==> src/rtl/boot_loader_if.sv <==
// Byte-stream and RAM write-port bundle for the boot loader.
// master drives the byte stream; slave is the loader itself.
interface boot_loader_if;
  logic [7:0]  rx_data_i;
  logic        rx_valid_i;
  logic        rx_ready_o;
  logic        mem_we_o;
  logic [31:0] mem_addr_o;
  logic [31:0] mem_data_o;
  logic        cpu_rst_o;
  logic        done_o;
  logic        err_o;

  modport master (
    output rx_data_i, rx_valid_i,
    input  rx_ready_o, mem_we_o, mem_addr_o,
    input  mem_data_o, cpu_rst_o, done_o, err_o
  );

  modport slave (
    input  rx_data_i, rx_valid_i,
    output rx_ready_o, mem_we_o, mem_addr_o,
    output mem_data_o, cpu_rst_o, done_o, err_o
  );
endinterface

==> src/rtl/boot_loader.sv <==
// Boot loader: receives count/words/checksum over a byte stream,
// writes words to RAM and releases the core on a good checksum.
module boot_loader #(
  parameter logic [31:0] BASE_ADDR = 32'h0000_0000,
  parameter int unsigned MAX_WORDS = 1024
) (
  input  logic          clk_i,
  input  logic          rst_i,
  boot_loader_if.slave  bus
);

  typedef enum logic [2:0] {
    LEN0, LEN1, DATA, CSUM, RUN, ERR
  } state_t;

  localparam logic [16:0] MAX_W = 17'(MAX_WORDS);

  state_t      state_q, state_d;
  logic [15:0] cnt_q;
  logic [15:0] wcnt_q;
  logic [1:0]  bidx_q;
  logic [23:0] part_q;
  logic [7:0]  csum_q;
  logic        rdy_q;
  logic        we_q;
  logic [31:0] addr_q;
  logic [31:0] data_q;

  logic        acc;
  logic [15:0] cnt_full;
  logic [15:0] wcnt_inc;
  logic        last_word;
  logic [7:0]  rx;

  assign rx        = bus.rx_data_i;
  assign acc       = bus.rx_valid_i & rdy_q;
  assign cnt_full  = {rx, cnt_q[7:0]};
  assign wcnt_inc  = wcnt_q + 16'd1;
  assign last_word = (wcnt_inc == cnt_q);

  // State register
  always_ff @(posedge clk_i) begin
    if (!rst_i) state_q <= LEN0;
    else        state_q <= state_d;
  end

  // Next-state decode
  always_comb begin
    state_d = state_q;
    unique case (state_q)
      LEN0: if (acc) state_d = LEN1;
      LEN1: begin
        if (acc) begin
          if ({1'b0, cnt_full} > MAX_W)
            state_d = ERR;
          else if (cnt_full == 16'd0)
            state_d = CSUM;
          else
            state_d = DATA;
        end
      end
      DATA: begin
        if (acc && bidx_q == 2'd3 && last_word)
          state_d = CSUM;
      end
      CSUM: begin
        if (acc)
          state_d = (rx == csum_q) ? RUN : ERR;
      end
      default: state_d = state_q;
    endcase
  end

  // Count, word assembly, checksum and write port
  always_ff @(posedge clk_i) begin
    if (!rst_i) begin
      cnt_q  <= '0;
      wcnt_q <= '0;
      bidx_q <= '0;
      part_q <= '0;
      csum_q <= '0;
      rdy_q  <= 1'b0;
      we_q   <= 1'b0;
      addr_q <= '0;
      data_q <= '0;
    end else begin
      rdy_q <= state_d inside {LEN0, LEN1, DATA, CSUM};
      we_q  <= 1'b0;
      if (acc) begin
        unique case (state_q)
          LEN0: begin
            cnt_q[7:0] <= rx;
            csum_q     <= csum_q + rx;
          end
          LEN1: begin
            cnt_q[15:8] <= rx;
            csum_q      <= csum_q + rx;
          end
          DATA: begin
            csum_q <= csum_q + rx;
            bidx_q <= bidx_q + 2'd1;
            unique case (bidx_q)
              2'd0: part_q[7:0]   <= rx;
              2'd1: part_q[15:8]  <= rx;
              2'd2: part_q[23:16] <= rx;
              2'd3: begin
                we_q   <= 1'b1;
                addr_q <= BASE_ADDR + {14'd0, wcnt_q, 2'b00};
                data_q <= {rx, part_q};
                wcnt_q <= wcnt_inc;
              end
              default: ;
            endcase
          end
          default: ;
        endcase
      end
    end
  end

  assign bus.rx_ready_o = rdy_q;
  assign bus.mem_we_o   = we_q;
  assign bus.mem_addr_o = addr_q;
  assign bus.mem_data_o = data_q;
  assign bus.cpu_rst_o  = (state_q != RUN);
  assign bus.done_o     = (state_q == RUN);
  assign bus.err_o      = (state_q == ERR);

endmodule

==> src/flat_wrapper.sv <==
// flat-port wrapper written by rule: the top's interface ports become plain ports
module boot_loader_flat 
#(
  parameter logic [31:0] BASE_ADDR = 32'h0000_0000,
  parameter int unsigned MAX_WORDS = 1024
)
  (clk_i, rst_i, bus_rx_data_i, bus_rx_valid_i, bus_rx_ready_o, bus_mem_we_o, bus_mem_addr_o, bus_mem_data_o, bus_cpu_rst_o, bus_done_o, bus_err_o);
  boot_loader_if bus_i ();
  input  logic clk_i;
  input  logic rst_i;
  input wire logic [$bits(bus_i.rx_data_i)-1:0] bus_rx_data_i;
  input wire logic [$bits(bus_i.rx_valid_i)-1:0] bus_rx_valid_i;
  output wire logic [$bits(bus_i.rx_ready_o)-1:0] bus_rx_ready_o;
  output wire logic [$bits(bus_i.mem_we_o)-1:0] bus_mem_we_o;
  output wire logic [$bits(bus_i.mem_addr_o)-1:0] bus_mem_addr_o;
  output wire logic [$bits(bus_i.mem_data_o)-1:0] bus_mem_data_o;
  output wire logic [$bits(bus_i.cpu_rst_o)-1:0] bus_cpu_rst_o;
  output wire logic [$bits(bus_i.done_o)-1:0] bus_done_o;
  output wire logic [$bits(bus_i.err_o)-1:0] bus_err_o;
  assign bus_i.rx_data_i = bus_rx_data_i;
  assign bus_i.rx_valid_i = bus_rx_valid_i;
  assign bus_rx_ready_o = bus_i.rx_ready_o;
  assign bus_mem_we_o = bus_i.mem_we_o;
  assign bus_mem_addr_o = bus_i.mem_addr_o;
  assign bus_mem_data_o = bus_i.mem_data_o;
  assign bus_cpu_rst_o = bus_i.cpu_rst_o;
  assign bus_done_o = bus_i.done_o;
  assign bus_err_o = bus_i.err_o;
  boot_loader #(.BASE_ADDR(BASE_ADDR), .MAX_WORDS(MAX_WORDS)) u_core (.clk_i(clk_i), .rst_i(rst_i), .bus(bus_i));
endmodule
==> config.mk <==
export PLATFORM = sky130hd
export DESIGN_NAME = boot_loader_flat
export DESIGN_NICKNAME = d
export VERILOG_FILES = /design/src/rtl/boot_loader_if.sv /design/src/rtl/boot_loader.sv /design/src/flat_wrapper.sv
export SDC_FILE = /design/constraint.sdc
export NUM_CORES = 1
export LEC_CHECK = 0
export ABC_AREA = 1
export CORE_UTILIZATION = 25
export DETAILED_ROUTE_END_ITERATION = 16
export GPL_ROUTABILITY_DRIVEN = 0
export PLACE_DENSITY = 0.49
export SLEW_MARGIN = 20
export SYNTH_ARGS = -nofsm -noshare
export SYNTH_HDL_FRONTEND = slang
export SYNTH_SLANG_ARGS = --single-unit
==> constraint.sdc <==
create_clock -name clk_i -period 1.9 [get_ports clk_i]
set_clock_uncertainty 0.1 [all_clocks]
set_input_delay 0.38 -clock clk_i [delete_from_list [all_inputs] [get_ports clk_i]]
set_output_delay 0.38 -clock clk_i [all_outputs]
set_load 0.01 [all_outputs]
==> results of run 1 <==
==> per-stage QoR <==
stage	utilization	hold WS, ns
after floorplan	-	0.331
final	0.360	0.358
after global placement	0.324	0.352
after CTS	0.353	0.360
after global routing	0.360	0.385
after detailed placement	0.324	0.352
==> kinds of logic after synthesis <==
family | share of synthesized area
compound gates | 0.192
xor+xnor | 0.0327
fa+ha+maj | 0.0320
buf+inv | 0.0989
flops | 0.448
other cells | 0.000706
simple gates | 0.195
==> critical path, cell delays in order (launching register included) <==
cell and delay, ns:
dfxtp_2 0.35, ha_4 0.15, nand2_4 0.07, nor2_4 0.18, buf_4 0.13, nand3_1 0.13, xnor3_1 0.24, nand2_1 0.05
nor2_1 0.12, nand3_2 0.12, nand3_2 0.08, nand2_2 0.04, inv_1 0.05
==> layer usage <==
metal / wire length, µm / vias up / share of wire / track usage
li1: - / 2558 / - / -
met1: 7230 / 2152 / 0.51 / 0.186
met2: 6320 / 82 / 0.44 / 0.211
met3: 587 / 9 / 0.041 / 0.0380
met4: 90 / 0 / 0.0063 / 0.0371
met5: 0 / - / 0 / 0
==> area by class of cell <==
cell class                      instances  area [µm²]
Clock buffer                           20         457
Clock inverter                         12         103
Fill cell                            2205       13200
Inverter                               73         277
Multi-Input combinational cell        487        2600
Sequential cell                       119        2390
Tap cell                              270         338
Timing Repair Buffer                  136        1240
==> final timing paths <==
kind	from	endpoint	slack (ns)	cells past startpoint
setup / recovery	u_core.wcnt_q[1]$_SDFFE_PN0P_	u_core.state_q[0]$_SDFF_PN0_	0.03	12
hold / removal	u_core.cnt_q[14]$_SDFFE_PN0P_	u_core.cnt_q[14]$_SDFFE_PN0P_	0.36	2
setup reg to reg	u_core.wcnt_q[1]$_SDFFE_PN0P_	u_core.state_q[0]$_SDFF_PN0_	0.03	12
hold reg to reg	u_core.cnt_q[14]$_SDFFE_PN0P_	u_core.cnt_q[14]$_SDFFE_PN0P_	0.36	2
==> power by group through the flow <==
stage	logic, mW	clock network (mW)	registers [mW]
CTS	0.501	3.12	2.57
global placement	0.492	0	2.63
detailed placement	0.492	0	2.63
floorplan	0.311	0	2.62
global route	0.594	3.23	2.58
finish	0.522	3.04	2.58
==> state kept, by name, indices dropped and copies added, names as in the netlist <==
signal and cells:
u_core.bus.mem_we_o 1, u_core.part_q 24, u_core.bus.rx_ready_o 1, u_core.bidx_q 2, u_core.state_q 3, u_core.bus.mem_addr_o 16, u_core.cnt_q 16, u_core.csum_q 8
u_core.bus.mem_data_o 32, u_core.wcnt_q 16
==> timing repair <==
item	CTS	global route
hold buffers	0	0
gates resized for setup	16	28
buffers inserted	2	3
pin swaps	5	13
endpoints found under the setup margin	5	4
==> cells in the mapped netlist, drive strengths merged <==
cell and n:
xnor2 2, a211oi 2, o21a 1, xnor3 2, a31oi 3, nor3 2, a21oi 75, buf 26
nor4 1, dfxtp 119, nor2 120, o211ai 2, nand4 9, nand2 79, inv 73, conb 1
clkbuf 21, o21bai 1, o221ai 1, ha 12, fa 1, xor2 10, and2 1, xor3 1
o21ai 114, nand3 32
==> summary.md, run 1 <==
| Metric | Value |
|---|---|
| Status | complete, no violations |
| Register share of total power | 0.420 |
| Yosys top cell by area | dfxtp_1 |
| Pwr Density | 829 nW/µm² |
| Setup slack at placement | -0.604 ns |
| Net Sw Frac | 0.246 |
| Clock root cell | clkbuf_16 |
| Final hold vios | 0 |
| CP Data Required Time | 2.16 ns |
| Tot Pwr | 6.14 mW |
| CTS tree | done |
| Pleak | 3.10 nW |
| Die width | 148 µm |
| Post-synth top area share | 0.448 |
| Pin count of the biggest net entering global routing | 76 |
| Initial antenna violation count | 0 |
| Setup TNS | 0 ns |
| Vias/cell | 4.30 |
| Crit. End Element | flip-flop |
| Detailed-route wire length | 14200 µm |
| Longest Clk Path Bufs | 2 |
| Total GRT Usage | 0.137 |
| Critical path arrival | 2.13 ns |
| Ys Warns | 0 |
| Final Max Tran Viols | 0 |
| Number of global-route vias before repair | 4587 |
| Worst hold path class | reg -> reg |
| WS Path Type | reg -> reg |
| Leading post-synthesis cells by cell area | dfxtp_1, o21ai_0, nor2_1, a21oi_1, nand2_1 |
| VDD IR max | 0.641 mV |
| Nets | 858 |
| Worst-Skew Late Latency | 0.42 ns |
| Via count | 4801 |
| Final Cell Area | 7400 µm² |
| Max Clk Rate | 0.534 GHz |
| Antenna cells | 0 |
| Clk sinks | 119 |
| Power Internal | 4.63 mW |
| Syn-to-layout area delta | 39.4% |
| Most frequent cells in the layout | dfxtp_1, o21ai_0, nor2_1 |
| Final ANT Viol Nets | 0 |
| Element type at the critical path start | flip-flop |
| Overflow after GRT | 0 |
| Core Rows | 52 |
| Dpl hpwl | 10200 µm |
| Syn avg cell area | 7.47 µm² |
| Layout cells sized above 1 | 0.179 |
| Core area | 20600 µm² |
| Remaining DRCs | 0 |
| CTS Buf Count | 17 |
| Initial core utilization | 0.258 |
| Sw Pwr | 1.51 mW |
| Comb power frac | 0.085 |
| Worst Setup Slack, final | 0.0263 ns |
| Global-route wire length before repair | 23300 µm |
| I/O pin count | 80 |
| Mapped Area | 5310 µm² |
| Wire per inst | 12.7 µm |
| Sequential area share after synthesis | 0.448 |
| H-tree depth | 4 |
| Setup violators final | 0 |
| Layout Cells excl Fill | 1117 |
| Final worst path period share | 0.986 |
| Port buffer count | 63 |
| Synth Instances | 711 |
| Slew margin rel. | 0.637 |
| Min Tclk post-route | 1.87 ns |
| Clock power share | 0.495 |
| Count of cell types in the netlist | 34 |
| CTS clock-pin slew for the worst setup and hold paths | 0.06 ns |
| DRT Pass-1 Iters | 4 |
| Yosys reg bits | 119 |
| Die H | 148 µm |
| Initial DRC count | 229 |
| Worst Tran Pin Value | 0.544 ns |
| Max-cap violations | 0 |
| Crit-path max FO | 5 |
| Unrepaired setup endpoints after global routing | true |
| Placed Cells | 1080 |
| DP Area | 6670 µm² |
| Commonest non-fill, non-tap cell in the layout | dfxtp_1 |
| Die footprint | 21800 µm² |
Note: power is estimated with default switching activity, not from simulation.
==> run 2, diff against run 1 <==
CELL_PAD_IN_SITES_DETAIL_PLACEMENT = 1   (was unset)
CELL_PAD_IN_SITES_GLOBAL_PLACEMENT = 1   (was unset)
PLACE_DENSITY = 0.61   (was 0.49)
==> summary.md, run 2 (synthesis gave the netlist of run 1 again) <==
| Metric | Value |
|---|---|
| Setup violators final | 0 (unchanged) |
| Antenna cells | 0 (unchanged) |
| Syn-to-layout area delta | 42.4% |
| Unrepaired setup endpoints after global routing | true |
| Number of global-route vias before repair | 5022 (+9.5%) |
| Hold slack | 0.339 ns (-0.0194 ns) |
| CP Data Required Time | 2.12 ns (-0.04 ns) |
| Core area | 20600 µm² (unchanged) |
| Hold depth | 3 (+1) |
| Die H | 148 µm (unchanged) |
| Min Tclk post-route | 1.87 ns (-0.00741 ns) |
| Initial antenna violation count | 0 (unchanged) |
| Pwr Density | 891 nW/µm² (+7.5%) |
| Layout Cells excl Fill | 1120 (+0.27%) |
| DRT Pass-1 Iters | 4 (unchanged) |
| Die footprint | 21800 µm² (unchanged) |
| H-tree depth | 4 (unchanged) |
| Post-CTS Hold Buffers | 0 (unchanged) |
| Reg2Reg Depth | 15 (+3) |
| Total GRT Usage | 0.154 (+0.0175) |
| Hold Crit Endpoint | u_core.wcnt_q[0]$_SDFFE_PN0P_ |
| Most frequent cells in the layout | dfxtp_1, o21ai_0, nor2_1 |
| WS Path Type | in -> reg |
| Worst hold path class | in -> reg |
| Element type at the critical path start | input pin |
| Max-cap violations | 0 (unchanged) |
| Wire per inst | 14.4 µm (+13%) |
| Final hold vios | 0 (unchanged) |
| Overflow after GRT | 0 (unchanged) |
| Final worst path period share | 0.982 (-0.00390) |
| Initial core utilization | 0.258 (unchanged) |
| Detailed-route wire length | 16100 µm (+13%) |
| Worst-Skew Late Latency | 0.42 ns (about the same) |
| Commonest non-fill, non-tap cell in the layout | dfxtp_1 |
| Port buffer count | 63 (unchanged) |
| Tot Pwr | 6.75 mW (+9.8%) |
| Die width | 148 µm (unchanged) |
| Crit. End Element | flip-flop |
| Final Cell Area | 7570 µm² (+2.2%) |
| VDD IR max | 0.623 mV (-2.8%) |
| Worst Setup Slack, final | 0.0338 ns (+0.00741 ns) |
| Pleak | 3.19 nW (+2.9%) |
| Clk sinks | 119 (unchanged) |
| Dpl hpwl | 11100 µm (+9.2%) |
| Nets | 861 (+0.35%) |
| Clock root cell | clkbuf_16 |
| Setup TNS | 0 ns (unchanged) |
| Longest Clk Path Bufs | 2 (unchanged) |
| Pin count of the biggest net entering global routing | 65 (-14%) |
| Final Max Tran Viols | 0 (unchanged) |
| Worst hold start | rst_i |
| Crit-path max FO | 4 (-1) |
| Via count | 4988 (+3.9%) |
| Status | complete, no violations |
| CTS clock-pin slew for the worst setup and hold paths | 0.06 ns (about the same) |
| I/O pin count | 80 (unchanged) |
| CTS tree | done |
| DP Area | 6720 µm² (+0.75%) |
| Layout cells sized above 1 | 0.188 (+0.00878) |
| Max FFs per register | 32 (unchanged) |
| Final ANT Viol Nets | 0 (unchanged) |
| Critical path arrival | 2.08 ns (-0.05 ns) |
| Crit Reg-Reg Endpoint | u_core.state_q[0]$_SDFF_PN0_ |
| Max Clk Rate | 0.536 GHz (+0.40%) |
| Remaining DRCs | 0 (unchanged) |
| Setup slack at placement | -0.584 ns (+0.0207 ns) |
| Initial DRC count | 135 (-41%) |
| Core Rows | 52 (unchanged) |
| Global-route wire length before repair | 25900 µm (+11%) |
| Vias/cell | 4.45 (+3.6%) |
| R2r setup slk | 0.04 ns (about the same) |
| CTS Buf Count | 17 (unchanged) |
| Placed Cells | 1085 (+0.46%) |
| Reg2Reg Launch Point | u_core.wcnt_q[1]$_SDFFE_PN0P_ |
| Final Util | 0.368 (+0.00791) |
## run 2: critical path, cell delays in order
cell,delay [ns]
clkdlybuf4s50_1,0.55
ha_4,0.24
a21oi_2,0.20
o21ai_4,0.09
a21oi_2,0.14
nor2_1,0.05
nor2_1,0.15
xnor2_1,0.09
o21ai_1,0.14
inv_1,0.05
## run 2: metal layers
layer  track usage  share of wire  wire length [µm]
met1         0.199           0.49              7820
met3        0.0441          0.034               550
met4        0.0490          0.015               238
met5             0              0                 0
met2         0.248           0.47              7500
## run 2: report_power, final
group / switching, mW / total (mW) / internal, mW / leakage (nW)
combinational: 0.319 / 0.572 / 0.252 / 1.91
clock: 1.24 / 3.59 / 2.35 / 0.313
sequential: 0.0362 / 2.58 / 2.55 / 0.965
total: 1.59 / 6.75 / 5.15 / 3.19
## run 2: timing repair
item                                    4_1_cts  5_1_grt
resized for setup                            19       35
setup buffers                                 2        1
pin swaps                                     5       16
endpoints found under the setup margin        5        6
## run 2: how the worst max path moves through the flow
stage | from | to | slack, ns | cells past startpoint
after floorplan | bus_rx_data_i[0] | u_core.csum_q[6]$_SDFFE_PN0P_ | 0.05 | 10
after global placement | bus_rx_data_i[0] | u_core.csum_q[6]$_SDFFE_PN0P_ | -0.55 | 11
after detailed placement | bus_rx_data_i[0] | u_core.csum_q[6]$_SDFFE_PN0P_ | -0.58 | 11
after CTS | u_core.wcnt_q[0]$_SDFFE_PN0P_ | u_core.state_q[0]$_SDFF_PN0_ | 0.02 | 15
after global routing | u_core.wcnt_q[1]$_SDFFE_PN0P_ | u_core.state_q[0]$_SDFF_PN0_ | -0.13 | 15
final | bus_rx_data_i[3] | u_core.csum_q[6]$_SDFFE_PN0P_ | 0.03 | 10
## run 2: area by class of cell
type / count / area [µm²]
fill: 2489 / 13000
multi-input combinational: 487 / 2630
sequential: 119 / 2390
timing repair buffer: 139 / 1280
clock buffer: 19 / 443
tap: 270 / 338
inverter: 73 / 274
clock inverter: 13 / 203
==> run 3, diff against run 2 <==
CORE_UTILIZATION = 35   (was 25)
GPL_TIMING_DRIVEN = 0   (was unset)
PLACE_DENSITY = 0.79   (was 0.61)
==> summary.md, run 3 (synthesis gave the netlist of run 1 again) <==
| Metric | Value |
|---|---|
| Dpl hpwl | 12300 µm (+11%) |
| Reg2Reg Depth | 15 (unchanged) |
| Pwr Density | 882 nW/µm² (-1.0%) |
| Hold depth | 2 (-1) |
| Global-route wire length before repair | 29500 µm (+14%) |
| Detailed-route wire length | 18500 µm (+15%) |
| Die H | 125 µm (-15%) |
| Pin count of the biggest net entering global routing | 17 (-74%) |
| Reg2Reg Launch Point | u_core.wcnt_q[1]$_SDFFE_PN0P_ |
| Longest Clk Path Bufs | 2 (unchanged) |
| Final ANT Viol Nets | 0 (unchanged) |
| Most frequent cells in the layout | o21ai_0, nor2_1, dfxtp_1 |
| Initial antenna violation count | 0 (unchanged) |
| Crit-path max FO | 4 (unchanged) |
| Worst Tran Pin Value | 0.637 ns |
| H-tree depth | 4 (unchanged) |
| Core Rows | 44 (-15%) |
| CP Data Required Time | 2.17 ns (+0.05 ns) |
| Placed Cells | 973 (-10%) |
| Max FFs per register | 32 (unchanged) |
| Wire per inst | 18.1 µm (+26%) |
| Critical path arrival | 2.19 ns (+0.11 ns) |
| Setup slack at placement | -0.977 ns (-0.394 ns) |
| Crit path launch | u_core.wcnt_q[1]$_SDFFE_PN0P_ |
| Initial core utilization | 0.361 (+0.103) |
| Final Max Tran Viols | 0 (unchanged) |
| Remaining DRCs | 0 (unchanged) |
| Setup TNS | -0.0151 ns (-0.0151 ns) |
| Initial DRC count | 274 (+100%) |
| Die width | 125 µm (-15%) |
| Nets | 846 (-1.7%) |
| Core area | 14700 µm² (-29%) |
| Layout cells sized above 1 | 0.180 (-0.00859) |
| Clock root cell | clkbuf_16 |
| Total GRT Usage | 0.245 (+0.0907) |
| Hold slack | 0.382 ns (+0.0433 ns) |
| Element type at the critical path start | flip-flop |
| VDD IR max | 0.671 mV (+7.8%) |
| Max-cap violations | 0 (unchanged) |
| Failing checks | negative setup slack |
| Worst hold start | u_core.cnt_q[14]$_SDFFE_PN0P_ |
| Status | complete, but fails checks |
| CTS Buf Count | 17 (unchanged) |
| Die footprint | 15700 µm² (-28%) |
| Clk sinks | 119 (unchanged) |
| Setup violators final | 1 (+1) |
| Pleak | 3.01 nW (-5.4%) |
| Post-CTS Hold Buffers | 0 (unchanged) |
| Number of global-route vias before repair | 5633 (+12%) |
| CTS clock-pin slew for the worst setup and hold paths | 0.06 ns (about the same) |
| Final Util | 0.487 (+0.119) |
| CTS tree | done |
| Min Tclk post-route | 1.92 ns (+0.0488 ns) |
| Syn-to-layout area delta | 34.9% |
| DRT Pass-1 Iters | 6 (+2) |
| Worst hold path class | reg -> reg |
| Worst-Skew Late Latency | 0.43 ns (about the same) |
| WS Path Type | reg -> reg |
| Layout Cells excl Fill | 1019 (-9.0%) |
| Antenna cells | 0 (unchanged) |
| Vias/cell | 5.23 (+17%) |
| Via count | 5332 (+6.9%) |
| Final worst path period share | 1.01 (+0.0257) |
| Final hold vios | 0 (unchanged) |
| Port buffer count | 63 (unchanged) |
| Crit. End Element | flip-flop |
| Unrepaired setup endpoints after global routing | true |
| Max Clk Rate | 0.522 GHz (-2.5%) |
| I/O pin count | 80 (unchanged) |
| Worst Setup Slack, final | -0.0151 ns (-0.0488 ns) |
| Slew margin rel. | 0.576 |
| Overflow after GRT | 0 (unchanged) |
| Commonest non-fill, non-tap cell in the layout | o21ai_0 |
==> run 3: cell types whose count changed in the layout (fill, tap and decap cells not counted), sizes merged, moves of 3 or more <==
cell,previous run,this run
clkinvlp,2,5
buf,77,40
clkbuf,19,39
bufinv,5,2
clkdlybuf4s50,57,53
dlygate4sd2,4,7
==> run 3: layout make-up <==
class / instances / area (µm²)
clock inverter: 14 / 151
fill: 1775 / 7530
multi-input combinational: 487 / 2630
inverter: 73 / 277
sequential: 119 / 2410
clock buffer: 18 / 439
timing repair buffer: 79 / 749
tap: 184 / 230
buffer: 45 / 275
==> run 3: critical path, stage by stage (launching register included) <==
cell and delay [ns]:
dfxtp_4 0.36, ha_4 0.17, nand2_4 0.09, buf_4 0.11, nand3_1 0.08, nand2_1 0.08, nand2_1 0.06, inv_1 0.05
nand2_1 0.06, nor2_2 0.15, nand3_1 0.09, nor2_1 0.15, nand3_2 0.12, nand3_2 0.09, nand2_1 0.05, inv_1 0.04
==> run 3: final timing paths <==
path                            slack (ns)                            end
worst min register to register        0.38  u_core.cnt_q[14]$_SDFFE_PN0P_
worst max register to register       -0.02   u_core.state_q[0]$_SDFF_PN0_
worst min-delay path                  0.38  u_core.cnt_q[14]$_SDFFE_PN0P_
worst max-delay path                 -0.02   u_core.state_q[0]$_SDFF_PN0_
==> run 3: per-layer routing <==
metal / vias to the layer above / part of all wire / GRT usage / wire length [µm]
li1: 2531 / - / - / -
met1: 2600 / 0.44 / 0.285 / 8050
met2: 145 / 0.49 / 0.416 / 9080
met3: 56 / 0.034 / 0.0543 / 630
met4: 0 / 0.039 / 0.141 / 726
met5: - / 0 / 0 / 0
==> run 3: repair_timing <==
action | in CTS | in global routing
resized for setup | 58 | 53
endpoints found under the setup margin | 85 | 69
buffers inserted | 11 | 5
pin swaps | 10 | 13
==> run 3: power by group <==
part | switching (mW) | internal [mW]
sequential | 0.0397 | 2.54
combinational | 0.325 | 0.197
clock | 1.26 | 1.97
total | 1.62 | 4.70
==> run 3: per-stage QoR <==
step,power (mW),instance area [µm²]
detailed placement,3.09,6230
global placement,3.07,6230
finish,6.32,7170
global route,6.54,7170
CTS,6.32,7030
floorplan,2.93,5370
